==> src/rtl/ysyx_24100006_axi_rd_arbiter_pkg.sv <==
// Shared types and constants for the IFU/LSU AXI read-channel arbiter.
package ysyx_24100006_axi_rd_arbiter_pkg;

  // Arbiter state: idle, or a granted master in its address or data phase.
  typedef enum logic [2:0] {
    S_IDLE   = 3'd0,
    S_IFU_AR = 3'd1,
    S_LSU_AR = 3'd2,
    S_IFU_R  = 3'd3,
    S_LSU_R  = 3'd4
  } state_e;

  // Grant IDs, also the bit positions of the request vector.
  localparam logic GNT_IFU = 1'b0;
  localparam logic GNT_LSU = 1'b1;

  // AXI response driven to a master that is not being forwarded to.
  localparam logic [1:0] RESP_OKAY = 2'b00;

endpackage

==> src/rtl/ysyx_24100006_axi_rd_arbiter_rr_pick.sv <==
// Two-way request picker: single requester wins outright; a tie goes to the
// master opposite last_grant when rr_en is set, else to the LSU.
module ysyx_24100006_rr_pick
  import ysyx_24100006_axi_rd_arbiter_pkg::*;
(
  input  logic [1:0] req,
  input  logic       last_grant,
  input  logic       rr_en,
  output logic       gnt
);

  // Pure combinational pick; caller qualifies the result with |req.
  always_comb begin
    gnt = GNT_IFU;
    case (req)
      2'b01:   gnt = GNT_IFU;
      2'b10:   gnt = GNT_LSU;
      2'b11:   gnt = rr_en ? ~last_grant : GNT_LSU;
      default: gnt = GNT_IFU;
    endcase
  end

endmodule

==> src/rtl/ysyx_24100006_axi_rd_arbiter.sv <==
// IFU/LSU read-channel arbiter in front of the single crossbar read port.
// A grant covers a whole transaction (AR handshake through the rlast beat).
module ysyx_24100006_axi_rd_arbiter
  import ysyx_24100006_axi_rd_arbiter_pkg::*;
#(
  parameter int ADDR_W = 32,
  parameter int DATA_W = 32,
  parameter bit RR_EN  = 1'b1
) (
  input  logic              clk,
  input  logic              reset,
  input  logic              ifu_arvalid,
  input  logic [ADDR_W-1:0] ifu_araddr,
  input  logic [7:0]        ifu_arlen,
  input  logic [2:0]        ifu_arsize,
  output logic              ifu_arready,
  output logic              ifu_rvalid,
  output logic [DATA_W-1:0] ifu_rdata,
  output logic [1:0]        ifu_rresp,
  output logic              ifu_rlast,
  input  logic              ifu_rready,
  input  logic              lsu_arvalid,
  input  logic [ADDR_W-1:0] lsu_araddr,
  input  logic [7:0]        lsu_arlen,
  input  logic [2:0]        lsu_arsize,
  input  logic [1:0]        lsu_addr_suffix,
  output logic              lsu_arready,
  output logic              lsu_rvalid,
  output logic [DATA_W-1:0] lsu_rdata,
  output logic [1:0]        lsu_rresp,
  output logic              lsu_rlast,
  input  logic              lsu_rready,
  output logic              m_axi_arvalid,
  output logic [ADDR_W-1:0] m_axi_araddr,
  output logic [7:0]        m_axi_arlen,
  output logic [2:0]        m_axi_arsize,
  output logic [1:0]        m_addr_suffix,
  input  logic              m_axi_arready,
  input  logic              m_axi_rvalid,
  input  logic [DATA_W-1:0] m_axi_rdata,
  input  logic [1:0]        m_axi_rresp,
  input  logic              m_axi_rlast,
  output logic              m_axi_rready,
  output logic              len_err
);

  state_e     state_q, state_d;
  logic       last_grant_q, last_grant_d;
  logic [7:0] len_q, len_d;
  logic [7:0] beat_cnt_q, beat_cnt_d;
  logic       len_err_q, len_err_d;
  logic       pick;

  ysyx_24100006_rr_pick u_pick (
    .req        ({lsu_arvalid, ifu_arvalid}),
    .last_grant (last_grant_q),
    .rr_en      (RR_EN),
    .gnt        (pick)
  );

  // State-gated muxes: only the granted master sees the crossbar, and only
  // in the phase it is in. Everything else is held at zero.
  always_comb begin
    ifu_arready   = 1'b0;
    ifu_rvalid    = 1'b0;
    ifu_rdata     = '0;
    ifu_rresp     = RESP_OKAY;
    ifu_rlast     = 1'b0;
    lsu_arready   = 1'b0;
    lsu_rvalid    = 1'b0;
    lsu_rdata     = '0;
    lsu_rresp     = RESP_OKAY;
    lsu_rlast     = 1'b0;
    m_axi_arvalid = 1'b0;
    m_axi_araddr  = '0;
    m_axi_arlen   = '0;
    m_axi_arsize  = '0;
    m_addr_suffix = 2'b00;
    m_axi_rready  = 1'b0;
    case (state_q)
      S_IFU_AR: begin
        m_axi_arvalid = ifu_arvalid;
        m_axi_araddr  = ifu_araddr;
        m_axi_arlen   = ifu_arlen;
        m_axi_arsize  = ifu_arsize;
        ifu_arready   = m_axi_arready;
      end
      S_LSU_AR: begin
        m_axi_arvalid = lsu_arvalid;
        m_axi_araddr  = lsu_araddr;
        m_axi_arlen   = lsu_arlen;
        m_axi_arsize  = lsu_arsize;
        m_addr_suffix = lsu_addr_suffix;
        lsu_arready   = m_axi_arready;
      end
      S_IFU_R: begin
        ifu_rvalid   = m_axi_rvalid;
        ifu_rdata    = m_axi_rdata;
        ifu_rresp    = m_axi_rresp;
        ifu_rlast    = m_axi_rlast;
        m_axi_rready = ifu_rready;
      end
      S_LSU_R: begin
        lsu_rvalid   = m_axi_rvalid;
        lsu_rdata    = m_axi_rdata;
        lsu_rresp    = m_axi_rresp;
        lsu_rlast    = m_axi_rlast;
        m_axi_rready = lsu_rready;
      end
      default: ;
    endcase
  end

  // Next-state: arbitrate in IDLE, latch arlen on AR handshake, count beats
  // and release on rlast (rlast wins over the beat count).
  always_comb begin
    state_d      = state_q;
    last_grant_d = last_grant_q;
    len_d        = len_q;
    beat_cnt_d   = beat_cnt_q;
    len_err_d    = 1'b0;
    case (state_q)
      S_IDLE: begin
        if (ifu_arvalid || lsu_arvalid) begin
          state_d      = (pick == GNT_LSU) ? S_LSU_AR : S_IFU_AR;
          last_grant_d = pick;
        end
      end
      S_IFU_AR, S_LSU_AR: begin
        if (m_axi_arvalid && m_axi_arready) begin
          len_d      = m_axi_arlen;
          beat_cnt_d = 8'd0;
          state_d    = (state_q == S_LSU_AR) ? S_LSU_R : S_IFU_R;
        end
      end
      S_IFU_R, S_LSU_R: begin
        if (m_axi_rvalid && m_axi_rready) begin
          beat_cnt_d = beat_cnt_q + 8'd1;
          if (m_axi_rlast) begin
            state_d   = S_IDLE;
            len_err_d = (beat_cnt_q != len_q);
          end
        end
      end
      default: state_d = S_IDLE;
    endcase
  end

  // Register all state; reset drops any transaction in flight.
  always_ff @(posedge clk) begin
    if (reset) begin
      state_q      <= S_IDLE;
      last_grant_q <= GNT_LSU;
      len_q        <= 8'd0;
      beat_cnt_q   <= 8'd0;
      len_err_q    <= 1'b0;
    end else begin
      state_q      <= state_d;
      last_grant_q <= last_grant_d;
      len_q        <= len_d;
      beat_cnt_q   <= beat_cnt_d;
      len_err_q    <= len_err_d;
    end
  end

  assign len_err = len_err_q;

endmodule

==> config.mk <==
export PLATFORM = sky130hd
export DESIGN_NAME = ysyx_24100006_axi_rd_arbiter
export DESIGN_NICKNAME = d
export VERILOG_FILES = /design/src/rtl/ysyx_24100006_axi_rd_arbiter_pkg.sv /design/src/rtl/ysyx_24100006_axi_rd_arbiter_rr_pick.sv /design/src/rtl/ysyx_24100006_axi_rd_arbiter.sv
export SDC_FILE = /design/constraint.sdc
export NUM_CORES = 1
export LEC_CHECK = 0
export ABC_AREA = 1
export ABC_CLOCK_PERIOD_IN_PS = 3780
export BUFFER_PORTS_ARGS = -buffer_cell sky130_fd_sc_hd__buf_2
export CAP_MARGIN = 25
export CORE_AREA = 2 2 98 100
export CTS_CLUSTER_SIZE = 14
export DETAILED_ROUTE_END_ITERATION = 6
export DIE_AREA = 0 0 100 102
export SYNTH_ARGS = -nofsm -noshare
export SYNTH_HDL_FRONTEND = slang
export SYNTH_SLANG_ARGS = --single-unit
==> constraint.sdc <==
create_clock -name clk -period 3.78 [get_ports clk]
set_clock_uncertainty 0.2 [all_clocks]
set_input_delay 0.189 -clock clk [delete_from_list [all_inputs] [get_ports clk]]
set_output_delay 0.189 -clock clk [all_outputs]
set_load 0.05 [all_outputs]
==> results of run 1 <==
kinds of logic after synthesis:
kind of cell	Yosys count	synth area share, %
AND/OR/NAND/NOR	215	42.0
buffers and inverters	121	21.2
AO/OA/AOI/OAI	66	14.9
flip-flops	21	18.6
XOR/XNOR	7	2.72
adder cells (fa/ha/maj)	1	0.554
worst max-delay path, delay by kind of cell (launching register included):
| family | cells | cell delay [ns] |
|---|---|---|
| AO/OA/AOI/OAI | 1 | 0.39 |
| flip-flops | 1 | 0.36 |
| AND/OR/NAND/NOR | 1 | 0.42 |
| buffers and inverters | 3 | 0.94 |
where the power goes:
group | internal [W] | switching, W
registers | 0.000253 | 0.0000339
logic | 0.000357 | 0.00127
clock network | 0.0000736 | 0.0000778
total | 0.000684 | 0.00138
final cells by class:
type                       count  share of cell area [%]
clock buffer                   3                    1.14
clock inverter                 1                   0.138
inverter                     102                    10.6
multi-input combinational    289                    37.5
sequential                    21                    11.6
tap                          111                    3.83
timing repair buffer         254                    35.3
Yosys cell counts, types with 3 or more instances:
cell type  number
nand3_4         3
buf_2           5
clkbuf_1        8
inv_1          99
nand2_2         3
nand2_4         4
xnor2_1         5
buf_1           3
dfxtp_1        21
nand4_1        12
nand3_1         8
nand2_1        81
o21ai_0        52
nor2_1         98
o21ai_1         3
inv_2           3
a21oi_1         9
repair_timing:
item | in CTS | in global routing
endpoints found under the setup margin | 0 | 0
endpoints found under the hold margin | 4 | 0
hold buffers | 1 | 0
per-stage QoR:
step | hold WS, ns | utilization (%)
2_1_floorplan | 0.0581 | -
3_3_place_gp | 0.236 | 39.2
3_5_place_dp | 0.253 | 39.2
4_1_cts | 0.00211 | 39.8
5_1_grt | 0.00300 | 39.8
6_report | 0.00615 | 39.8
layer usage:
metal	up-vias	GRT usage, %
met5	-	0
met3	10	1.64
met4	0	3.90
li1	1762	-
met2	168	32.3
met1	1436	17.7
state kept, by name, summed over array words and instances (netlist names):
register      count
beat_cnt_q        8
state_q           3
len_err           1
last_grant_q      1
len_q             8
worst paths after layout:
check              start              end  slack [ns]  cells past startpoint
min reg2reg     len_q[1]         len_q[1]        0.27                      2
min          m_axi_rlast          len_err       0.006                      3
max reg2reg   state_q[2]    beat_cnt_q[6]        1.57                      8
max           state_q[2]  m_axi_arsize[1]        1.01                      5
==> impl_metrics.csv, run 1 <==
group,metric,value,unit
sta,tightest_slew,0.677,ns
clocking,post-cts-setup-buffer-count,0,
worst_setup_path,start_kind,"flop",
global_route,track_usage,16.0,%
sta,finalSetupViolCount,0,
final_layout,multiInputGateArea,1360,um^2
floorplan,core_area,9110,um^2
placed_design,post-dp-hpwl,7.63,mm
global_route,antenna_found_initial,0,
power_and_ir_drop,finalPower,0.00207,W
power_and_ir_drop,vdd_drop_max,0.000480,V
floorplan,die-area,10200,um^2
placed_design,detailed_place.area,3570,um^2
final_layout,final_cell_mix,"buf_2, inv_1, nor2_1",
final_layout,final_nets,803,
final_layout,area_delta_synth_final,60.6,%
final_layout,seqCellArea,420,um^2
clocking,clk_latency,0.26,ns
floorplan,ioPinCount,253,
final_layout,stdcell_count,781,
synthesis,ys_types,27,
synthesis,ys.flop_type,"dfxtp_1",
global_route,grt_pass1_vias,2955,
synthesis,synth_edf_count,0,
worst_setup_path,worstPathMaxFanout,29,
floorplan,initial_core_util,24.8,%
route,vias_per_cell,4.32,
clocking,clk_pin_slew_worst_paths,0.08,ns
final_layout,final_common_cell,"buf_2",
route,dr.pass1.iters,4,
placed_design,placedCellCount,776,
floorplan,die_x,100,um
power_and_ir_drop,p_leak,2.41,nW
synthesis,synth-seq-cells,21,
worst_setup_path,crit_arrival,2.38,ns
synthesis,ys_top_cells_by_area,"dfxtp_1, inv_1, nor2_1",
worst_setup_path,critPathMaxStageDelay,0.42,ns
clocking,cts_resized,0,
clocking,tritoncts,"built",
clocking,cts-root-buf,"clkbuf_8",
route,drt-met1-wl,3.55,mm
synthesis,synthCells,431,
route,highest_layer,"met4",
clocking,cts-buffers-inserted,3,
synthesis,syn_nets,563,
worst_hold_path,hp-class,"in -> reg",
final_layout,n_antenna_cell,0,
route,detail_route.wl_per_cell,11.6,um
synthesis,post-synth-top-area-fraction,18.6,%
route,drt-initial-drc-count,91,
route,ant_nets,0,
clocking,h-tree-depth,1,
clocking,cts.sinks,21,
synthesis,avgSynthCellArea,5.24,um^2
worst_setup_path,critPathRequiredTime,3.39,ns
global_route,grt_max_degree,45,
sta,max_slew_margin,54.8,%
route,drcViolationCount,0,
floorplan,die_h,102,um
final_layout,finalInstanceArea,3620,um^2
placed_design,place.port_buffers,252,
worst_setup_path,worstPathCellList,"inv_1, nand3_2, buf_4, o21ai_0, buf_2",
route,vias,3376,
sta,slew_viol_final,0,
route,wl_met3,634,um
worst_setup_path,critical_path_class,"reg -> out",
worst_setup_path,endpoint_kind,"primary output",
synthesis,seq_area_frac_synth,18.6,%
synthesis,netlist_area,2260,um^2
placed_design,pre_cts_ws,1.35,ns
clocking,cts_max_path_buffers,2,
run_status,outcome,"complete, no violations",
route,dr_wl_met2,4.72,mm
placed_design,place_congestion,0.845,
synthesis,ys_warn_count,0,
worst_setup_path,crit_slowest_cell,"nand3_2",
synthesis,async_flop_share,0,%
final_layout,fill_cells,988,
sta,grt_setup_unrepaired,"false",
route,wirelength,9.04,mm
sta,final_hold_viol_count,0,
final_layout,drive_above_1_share,41.2,%
flow_run,max_cap_violations,0,
sta,setup_ws,1.01,ns
power_and_ir_drop,powerDensity,571,nW/um^2
global_route,grt_pass1_wl,13.2,mm
sta,tns,0,ns
synthesis,yosysTopAreaCell,"dfxtp_1",
sta,fmax,362,MHz
global_route,grt_overflow,0,
floorplan,rows,35,
sta,period_minus_slack,2.77,ns
sta,timing.final.crit_share,73.2,%
Note: power is estimated with default switching activity, not from simulation.
==> run 2, diff against run 1 <==
- ABC_AREA: 1 -> 0
- ABC_CLOCK_PERIOD_IN_PS: 3780 -> 2300
- CORE_AREA: 2 2 98 100 -> 2 2 97 99
- DIE_AREA: 0 0 100 102 -> 0 0 99 101
- clock period: 3.78 -> 2.3 ns (I/O delays scaled with it)
==> run 2 against run 1 <==
Compared with the run above:
- setup slack lost 0.91 ns
- clock power grew 59%
- design area grew 0.72%
- first-iteration DRC count shrank 36%
- register-to-register slack lost 1.2 ns
- via count shrank 13%
- non-clock buffer count grew 6
==> impl_metrics.csv, run 2 <==
group,metric,value,unit
run_status,outcome,"complete, no violations",
synthesis,syn_nets,411,
synthesis,netlist_area,2130,um^2
clocking,post-cts-setup-buffer-count,0,
final_layout,stdcell_count,633,
synthesis,avgSynthCellArea,7.64,um^2
floorplan,die_x,99,um
sta,grt_setup_unrepaired,"false",
flow_run,max_cap_violations,0,
sta,tns,0,ns
synthesis,ys_warn_count,0,
placed_design,place_congestion,0.917,
synthesis,seq_area_frac_synth,19.7,%
floorplan,die-area,10000,um^2
clocking,cts.sinks,21,
power_and_ir_drop,p_leak,2.04,nW
worst_setup_path,crit_slowest_cell,"dfxtp_1",
floorplan,ioPinCount,253,
worst_setup_path,crit_family,"buffers and inverters",
synthesis,ys.flop_type,"dfxtp_1",
final_layout,seqCellArea,420,um^2
floorplan,die_h,101,um
synthesis,ys_top_cells_by_count,"and2_1, a22o_1, dfxtp_1, nand2_1, a21oi_1",
synthesis,synth_edf_count,0,
route,vias_per_cell,4.64,
synthesis,async_flop_share,0,%
global_route,grt_overflow,0,
global_route,grt_max_degree,49,
worst_hold_path,hp-class,"in -> reg",
global_route,antenna_found_initial,2,
final_layout,area_delta_synth_final,71.3,%
final_layout,reg.largest.list,"beat_cnt_q x8, len_q x8, state_q x3",
sta,fmax,456,MHz
final_layout,drive_above_1_share,52.9,%
final_layout,final_nets,653,
sta,finalSetupViolCount,0,
placed_design,placedCellCount,627,
synthesis,post-synth-top-area-fraction,23.2,%
worst_setup_path,worstPathCellList,"buf_4, inv_2, nor3_4, buf_12, a22o_1, buf_2",
global_route,track_usage,17.5,%
placed_design,post-dp-hpwl,8.10,mm
clocking,clk_latency,0.26,ns
final_layout,multiInputGateArea,1600,um^2
worst_setup_path,critPathRequiredTime,1.99,ns
route,drt-initial-drc-count,58,
synthesis,yosysMostFrequentCell,"and2_1",
clocking,cts_resized,0,
clocking,cts_max_path_buffers,2,
route,drcViolationCount,0,
worst_setup_path,critPathMaxStageDelay,0.42,ns
worst_setup_path,worstPathMaxFanout,46,
synthesis,synth-seq-cells,21,
synthesis,synthCells,279,
route,ant_nets,0,
clocking,clk_pin_slew_worst_paths,0.08,ns
sta,tightest_slew,0.436,ns
synthesis,yosysTopAreaCell,"and2_1",
floorplan,initial_core_util,23.7,%
floorplan,rows,35,
global_route,grt_pass1_wl,14.0,mm
sta,slew_viol_final,0,
worst_setup_path,start_kind,"flop",
clocking,h-tree-depth,1,
power_and_ir_drop,powerDensity,1090,nW/um^2
synthesis,ys_top_cells_by_area,"and2_1, dfxtp_1, a22o_1",
worst_setup_path,crit_arrival,1.88,ns
sta,timing.final.crit_share,95.3,%
clocking,tritoncts,"built",
clocking,cts-root-buf,"clkbuf_8",
placed_design,place.port_buffers,252,
sta,period_minus_slack,2.19,ns
sta,max_slew_margin,70.9,%
power_and_ir_drop,vdd_drop_max,0.000687,V
final_layout,final_common_cell,"buf_2",
clocking,cts-buffers-inserted,3,
route,wirelength,9.27,mm
route,dr.pass1.iters,5,
final_layout,fill_cells,951,
synthesis,ys_types,40,
sta,final_hold_viol_count,0,
worst_setup_path,endpoint_kind,"primary output",
power_and_ir_drop,finalPower,0.00400,W
floorplan,core_area,8980,um^2
worst_setup_path,cp_num_buf_inv,4,
worst_setup_path,critical_path_class,"reg -> out",
final_layout,final_cell_mix,"buf_2, and2_1, a22o_1",
final_layout,utilization,40.7,%
route,vias,2936,
sta,worst_hold_slack,0.00421,ns
global_route,grt_pass1_vias,2698,
route,detail_route.wl_per_cell,14.6,um
clocking,cts_hold_buf,0,
[run 2: cell families (layout without fill, tap and decap cells)]
group	Yosys count	in the layout	synth area share (%)
buffers and inverters	26	267	5.70
flip-flops	21	21	19.7
XOR/XNOR	9	9	3.70
other	0	2	0
AO/OA/AOI/OAI	87	87	32.5
AND/OR/NAND/NOR	134	134	37.2
adder cells (fa/ha/maj)	1	1	0.587
multiplexers	1	1	0.528
[run 2: layout make-up]
| type | count | area share (%) |
|---|---|---|
| tap | 111 | 3.80 |
| inverter | 3 | 0.308 |
| multi-input combinational | 232 | 43.9 |
| sequential | 21 | 11.5 |
| timing repair buffer | 260 | 39.1 |
| clock buffer | 3 | 1.13 |
| clock inverter | 1 | 0.137 |
| antenna | 2 | 0.137 |
[run 2: where the power goes]
group          leakage, nW  switching, W  internal, W
sequential           0.170     0.0000424     0.000403
combinational         1.84       0.00233     0.000980
clock               0.0255      0.000119     0.000120
[run 2: final timing paths]
check        cells after the start              to  slack (ns)        start
max reg2reg                      6   beat_cnt_q[2]        0.40   state_q[2]
max                              6  m_axi_arlen[4]        0.11   state_q[0]
min reg2reg                      2        len_q[7]        0.29     len_q[7]
min                              3         len_err       0.004  m_axi_rlast
[run 2: worst register-to-register path, cell delays in order, from the launching register on]
cell and delay, ns:
dfxtp_1 0.33, buf_4 0.18, nor3b_4 0.18, a22o_4 0.26
a221oi_4 0.46, o21ai_1 0.13, o31ai_1 0.08
[run 2: stage by stage]
step,instance area (um^2),worst slack (ns)
after detailed placement,3590,0.358
after CTS,3640,0.0553
after global routing,3650,0.00876
after global placement,3590,0.397
final,3650,0.107
after floorplan,2130,0.266
[run 2: layer usage]
| layer | global-route usage, % | share of wire, % | wire [um] | vias up |
|---|---|---|---|---|
| met5 | 0 | 0 | 0 | - |
| met4 | 3.79 | 1.4 | 126 | 0 |
| met3 | 2.57 | 8.4 | 778 | 6 |
| met2 | 36.7 | 56 | 5170 | 162 |
| met1 | 17.8 | 34 | 3200 | 1297 |
| li1 | - | - | - | 1471 |
